<file path="config.mk">
export PLATFORM = sky130hd
export DESIGN_NAME = mul4_product_accumulator
export DESIGN_NICKNAME = d
export VERILOG_FILES = /design/src/rtl/mul4_product_accumulator.sv
export SDC_FILE = /design/constraint.sdc
export NUM_CORES = 1
export LEC_CHECK = 0
export BUFFER_PORTS_ARGS = -buffer_cell sky130_fd_sc_hd__buf_2
export CAP_MARGIN = 30
export CELL_PAD_IN_SITES_DETAIL_PLACEMENT = 1
export CELL_PAD_IN_SITES_GLOBAL_PLACEMENT = 1
export CORE_ASPECT_RATIO = 1.5
export CORE_UTILIZATION = 39
export CTS_CLUSTER_DIAMETER = 80
export DETAILED_ROUTE_END_ITERATION = 12
export PLACE_DENSITY = 0.72
export REMOVE_ABC_BUFFERS = 1
export SKIP_LAST_GASP = 1
export SYNTH_ARGS = -nofsm -noshare
export SYNTH_HDL_FRONTEND = slang
export SYNTH_SLANG_ARGS = --single-unit
</file>
<file path="constraint.sdc">
create_clock -name clk -period 2 [get_ports clk]
set_input_delay 0.1 -clock clk [delete_from_list [all_inputs] [get_ports clk]]
set_output_delay 0.1 -clock clk [all_outputs]
set_load 0.1 [all_outputs]
</file>
<file path="src/rtl/mul4_product_accumulator.sv">
// Accumulates a programmed number of 8-bit products from the 4x4 multiplier
// into an ACC_W-bit total, presented on a valid/ready handshake with sticky overflow.
module mul4_product_accumulator #(
  parameter int unsigned ACC_W = 16,
  parameter int unsigned CNT_W = 4
) (
  input  logic             clk,
  input  logic             rst_n,
  input  logic             start,
  input  logic [CNT_W-1:0] len,
  input  logic [7:0]       p_in,
  input  logic             p_valid,
  output logic             busy,
  output logic [ACC_W-1:0] sum,
  output logic             sum_valid,
  input  logic             sum_ready,
  output logic             ovf
);

  typedef enum logic [1:0] {
    S_IDLE,
    S_ACC,
    S_HOLD
  } state_e;

  state_e           state_q, state_d;
  logic [ACC_W-1:0] acc_q, acc_d;
  logic [CNT_W-1:0] rem_q, rem_d;
  logic [ACC_W-1:0] sum_q, sum_d;
  logic             sum_valid_q, sum_valid_d;
  logic             ovf_q, ovf_d;
  logic             busy_q, busy_d;
  logic [ACC_W:0]   acc_next;

  // One extra bit captures the carry that feeds the sticky overflow flag.
  assign acc_next = {1'b0, acc_q} + {{(ACC_W - 7){1'b0}}, p_in};

  always_comb begin
    state_d     = state_q;
    acc_d       = acc_q;
    rem_d       = rem_q;
    sum_d       = sum_q;
    sum_valid_d = sum_valid_q;
    ovf_d       = ovf_q;
    busy_d      = busy_q;
    case (state_q)
      S_IDLE: begin
        if (start && (len != '0)) begin
          acc_d   = '0;
          ovf_d   = 1'b0;
          rem_d   = len;
          busy_d  = 1'b1;
          state_d = S_ACC;
        end
      end
      S_ACC: begin
        if (p_valid) begin
          acc_d = acc_next[ACC_W-1:0];
          ovf_d = ovf_q | acc_next[ACC_W];
          rem_d = rem_q - CNT_W'(1);
          if (rem_q == CNT_W'(1)) begin
            sum_d       = acc_next[ACC_W-1:0];
            sum_valid_d = 1'b1;
            state_d     = S_HOLD;
          end
        end
      end
      S_HOLD: begin
        if (sum_ready) begin
          sum_valid_d = 1'b0;
          busy_d      = 1'b0;
          state_d     = S_IDLE;
        end
      end
      default: begin
        sum_valid_d = 1'b0;
        busy_d      = 1'b0;
        state_d     = S_IDLE;
      end
    endcase
  end

  always_ff @(posedge clk or negedge rst_n) begin
    if (!rst_n) begin
      state_q     <= S_IDLE;
      acc_q       <= '0;
      rem_q       <= '0;
      sum_q       <= '0;
      sum_valid_q <= 1'b0;
      ovf_q       <= 1'b0;
      busy_q      <= 1'b0;
    end else begin
      state_q     <= state_d;
      acc_q       <= acc_d;
      rem_q       <= rem_d;
      sum_q       <= sum_d;
      sum_valid_q <= sum_valid_d;
      ovf_q       <= ovf_d;
      busy_q      <= busy_d;
    end
  end

  assign busy      = busy_q;
  assign sum       = sum_q;
  assign sum_valid = sum_valid_q;
  assign ovf       = ovf_q;

endmodule

</file>
### Word level (Yosys, flattened, before mapping)

Index checks and enable logic that the tools add are counted.

* register bits: 41
* bits in latches: 0
* bits in writable memories: 0
* bits in read-only memories: 0
* input bits: 17
* output and inout bits: 19
* word-level logic and storage cells: 48
* memories: 0

* add/subtract/negate cells: 2
* $mul: 0
* divide/modulo/power cells: 0
* $lt $le $gt $ge: 0
* equal/unequal tests: 7
* shift-type cells: 0
* multiplexer cells: 20
* bitwise gates (word level): 3
* reductions and logical operators: 9

Operators with widths (number)
* 16-bit 2-to-1 mux: 2
* 16-bit case mux with 2 select lines: 1
* 16-bit by 8-bit adder with 17-bit output: 1
* 3-bit AND reduction: 3
* 2-bit 2-to-1 mux: 4
* 4-bit 2-to-1 mux: 2
* 2-bit != test, second input constant: 4
* 4-bit case mux with 2 select lines: 1
* 4-bit AND reduction: 2
* 1-bit 2-to-1 mux: 6
* 1-bit case mux with 3 select lines: 2
* 2-bit case mux with 3 select lines: 1
* 4-bit by 1-bit equality test with 1-bit output, second input constant: 1
* 4-bit nonzero test: 1
* 4-bit by 1-bit subtractor with 4-bit output, second input constant: 1
* 2-bit by 1-bit equality test with 1-bit output, second input constant: 1
* 2-bit equality test, second input constant: 1
* 2-bit logical NOT: 1
* 1-bit NOT: 2
* 1-bit case mux with 2 select lines: 1
* 2-bit nonzero test: 1
* 1-bit logical AND: 1
* 1-bit bitwise OR: 1

### Depth between registers and ports, before layout

* depth after elaboration: 4
* depth in mapped cells: 7
* gate-level depth less buffers: 7

### Worst setup path before layout

OpenSTA, ideal clock, no wires.

* kind: register to register
* from: register acc_q[0]
* to: register acc_q[14]
* library setup time: 130 ps
* arrival time: 1904 ps
* required time: 1870 ps
* slack: -33 ps
* stages on the path, launching flop included: 8
* path buffers: 0
* clock period less this slack: 2033 ps
* cell sequence: dfrtp_1 -> ha_1 -> fa_1 -> a21o_1 -> a221oi_2 -> o22ai_1 -> a31oi_1 -> a31oi_1

* word-level cells in the longest chain between the ends: 3

RTL lines
* from (decl): line 27 `logic [ACC_W-1:0] acc_q, acc_d;`
* from (signal assigned): line 86 `acc_q <= '0;`
* from (signal assigned): line 94 `acc_q <= acc_d;`
* 16-bit by 8-bit adder with 17-bit output: line 36 `assign acc_next = {1'b0, acc_q} + {{(ACC_W - 7){1'b0}}, p_in};`
* 16-bit 2-to-1 mux: line 57 `if (p_valid) begin`
* 16-bit case mux with 2 select lines: line 46 `case (state_q)`

Every way passes these cells. The select of a mux whose other input is x is not followed.
A chain may end at the register's enable or synchronous reset.

### Worst setup path after layout

* from: register acc_q[0]
* to: register sum_q[14], in the netlist sum[14]

* word-level cells in the longest chain between the ends: 1

RTL lines
* 16-bit by 8-bit adder with 17-bit output: line 36
* to (signal assigned): line 96 `sum_q <= sum_d;`
* to (decl): line 29 `logic [ACC_W-1:0] sum_q, sum_d;`

Every way passes these cells.

==> results.ini <==
[synthesis]
dominantRegCellSynth=dfrtp_1
yosys.area.top_type=dfrtp_1
synthArstFlopShare_pct=100
synth_edf_count=0
syn_inst=241
synth_common_cells=nand2_1, dfrtp_1, o21ai_0, a21oi_1, ha_1
synth_most_common_cell=nand2_1
ys_ff_latch=41
synth_cell_types=51
synth_top_area_share_pct=45.2
ys_top_cells_by_area=dfrtp_1, nand2_1, ha_1
yosysWarnings=0
yosysSeqAreaShare_pct=45.2
syn_area_um2=2270
synth.avg_cell_area_um2=9.42

[global_route]
grt_pass1_vias=2118
antenna_found_initial=0
overflow=0
track_usage_pct=22.1
grt_max_degree=26
grt_pass1_wl_um=10200

[sta]
fin_crit_sh_pct=102
tns_ns=-0.117
fin_ws_ns=-0.0404
min_period_ns=2.04
max_freq_mhz=490
relSlewSlack_pct=60.5
worst_pin_slew_ns=0.592
rsz0062_at_grt=true
skew_ns=0.00537
hold_viol_final=0
hold_ws_ns=0.0572
final-max-slew-violation-count=0
setup_violations=6

[hold_path]
min_from=len[0]
min_path_cells=3
hold_path_class=in2reg
hold_end=rem_q[0]

[die]
core-area_um2=5530
rows=33
die_w_um=64.3
die_y_um=95.4
start_util_pct=41.0
io_pins=36
die_area_um2=6130

[route]
vias=2035
antenna_left=0
drtIter0Drc=58
dr.pass1.iters=4
drc=0
wirelength_um=6080
vias_per_cell=5.61
wl_per_cell_um=16.8

[power_and_ir_drop]
ir_drop_mv=1.15
p_leak_nw=1.34
powerDensity_nw_per_um2=1750
total_power_w=0.00500

[clock_network]
h-tree-depth=2
path_clk_slew_ns=0.08
cts_buffers=5
cts.sinks=41
clk_path_buf_depth=2
cts_tree=built
clk_latency_ns=0.30
cts_root_buf=clkbuf_8

[critical_path]
r2r_end=sum[14]
required_ns=2.24
setup.worst_path.class=reg2reg
path_cells=ha_2, fa_2, a21o_1, a221oi_2, buf_4, o22a_4, or4_1, nand3_1
r2r_cells=8
max_stage_delay_ns=0.46
crit_buf_inv=1
reg2reg_from=acc_q[0]
cp.arrival_ns=2.28
critical-path-top-delay-family=simple AND/OR/NAND/NOR gates
cp_max_fo=5
cp-end-kind=flop
r2r_slack_ns=-0.04
cp_slowest_cell=or4_1
start_kind=flop

[layout]
fillCellCount=672
regArea_um2=1030
antenna-diode-count=0
finalNetCount=321
final_util_pct=51.7
drive_above_1_share_pct=29.7
syn2layout_area_growth_pct=26.1
multi_input_comb_area_um2=1310

[placement]
io_buffer_count=35
dp_hpwl_um=4380
place_congestion=0.760

[run_status]
violations=setup timing
status=finished with violations

[flow_run]
cap_violations=0

sequential cells by signal, summed over array words and instances (netlist names):
| register | cells |
|---|---|
| ovf | 1 |
| acc_q | 16 |
| state_q | 2 |
| busy | 1 |
| rem_q | 4 |
| sum_valid | 1 |
| sum | 16 |
kinds of logic (layout without fill, tap and decap cells):
kind of cell / count (synthesis) / in the layout / share of synthesized area (%)
and+or+nand+nor: 82 / 82 / 16.5
AOI/OAI and AO/OA: 79 / 79 / 24.0
DFF: 41 / 41 / 45.2
buffers and inverters: 16 / 68 / 3.09
adders and majority gates: 11 / 11 / 6.39
xor gates and xnor gates: 11 / 11 / 4.24
muxes: 1 / 1 / 0.496
cells in the final DEF, fill, tap and decap left out, drive strengths merged, types with 2 or more instances in the layout:
master,instances
xor2,4
o21ba,2
a21o,3
ha,10
nor2b,2
nand3,8
a22o,7
dfrtp,41
inv,5
o31ai,2
buf,55
nor2,9
o211ai,3
a21oi,13
nand2,47
or4,3
o21ai,24
a31oi,10
and3b,2
a211oi,2
clkbuf,7
xnor2,7
and3,4
o22ai,2
nor3,2
layout make-up:
cell class                 instances  area share (%)
timing repair buffer              56            11.7
sequential                        41            35.8
clock buffer                       7            3.02
inverter                           5           0.656
multi-input combinational        184            45.7
tap                               70            3.06
through the flow:
step / worst slack, ns / std cells / instance area (um^2)
detailed placement: -0.105 / 351 / 2600
finish: -0.0404 / 363 / 2860
global placement: -0.00449 / 351 / 2600
CTS: -0.0524 / 360 / 2740
floorplan: -0.169 / 230 / 2220
global route: -0.147 / 363 / 2860
metal layers:
| layer | vias up | track usage [%] | part of all wire, % |
|---|---|---|---|
| met4 | 0 | 9.07 | 1.7 |
| li1 | 979 | - | - |
| met5 | - | 0 | 0 |
| met2 | 38 | 40.8 | 54 |
| met3 | 8 | 3.47 | 2.4 |
| met1 | 1010 | 24.9 | 42 |
power by group:
part | switching, W | internal (W) | leakage [nW]
logic | 0.00209 | 0.000950 | 0.770
clock network | 0.000294 | 0.000274 | 0.0443
registers | 0.000264 | 0.00113 | 0.528
worst reg2reg max path: stages, from the launching register on:
cell and delay [ns]:
dfrtp_1 0.38, ha_2 0.22, fa_2 0.21, a21o_1 0.18, a221oi_2 0.07, buf_4 0.16, o22a_4 0.21, or4_1 0.46
nand3_1 0.09
repair_timing:
item | 4_1_cts | 5_1_grt
pin swaps | 3 | 6
buffers inserted | 1 | 3
endpoints found under the hold margin | 23 | 0
setup endpoints to repair | 10 | 20
hold buffers | 1 | 0
resized for setup | 7 | 17
how the worst max path moves through the flow:
stage	slack, ns	depth (start not counted)	from	end
2_1_floorplan	-0.17	4	state_q[1]	sum[14]
3_3_place_gp	-0.004	8	acc_q[0]	sum[8]
3_5_place_dp	-0.10	8	acc_q[0]	sum[8]
4_1_cts	-0.05	8	acc_q[0]	sum[10]
5_1_grt	-0.15	8	acc_q[0]	acc_q[14]
6_report	-0.04	8	acc_q[0]	sum[14]
(Power assumes the default switching activity.)
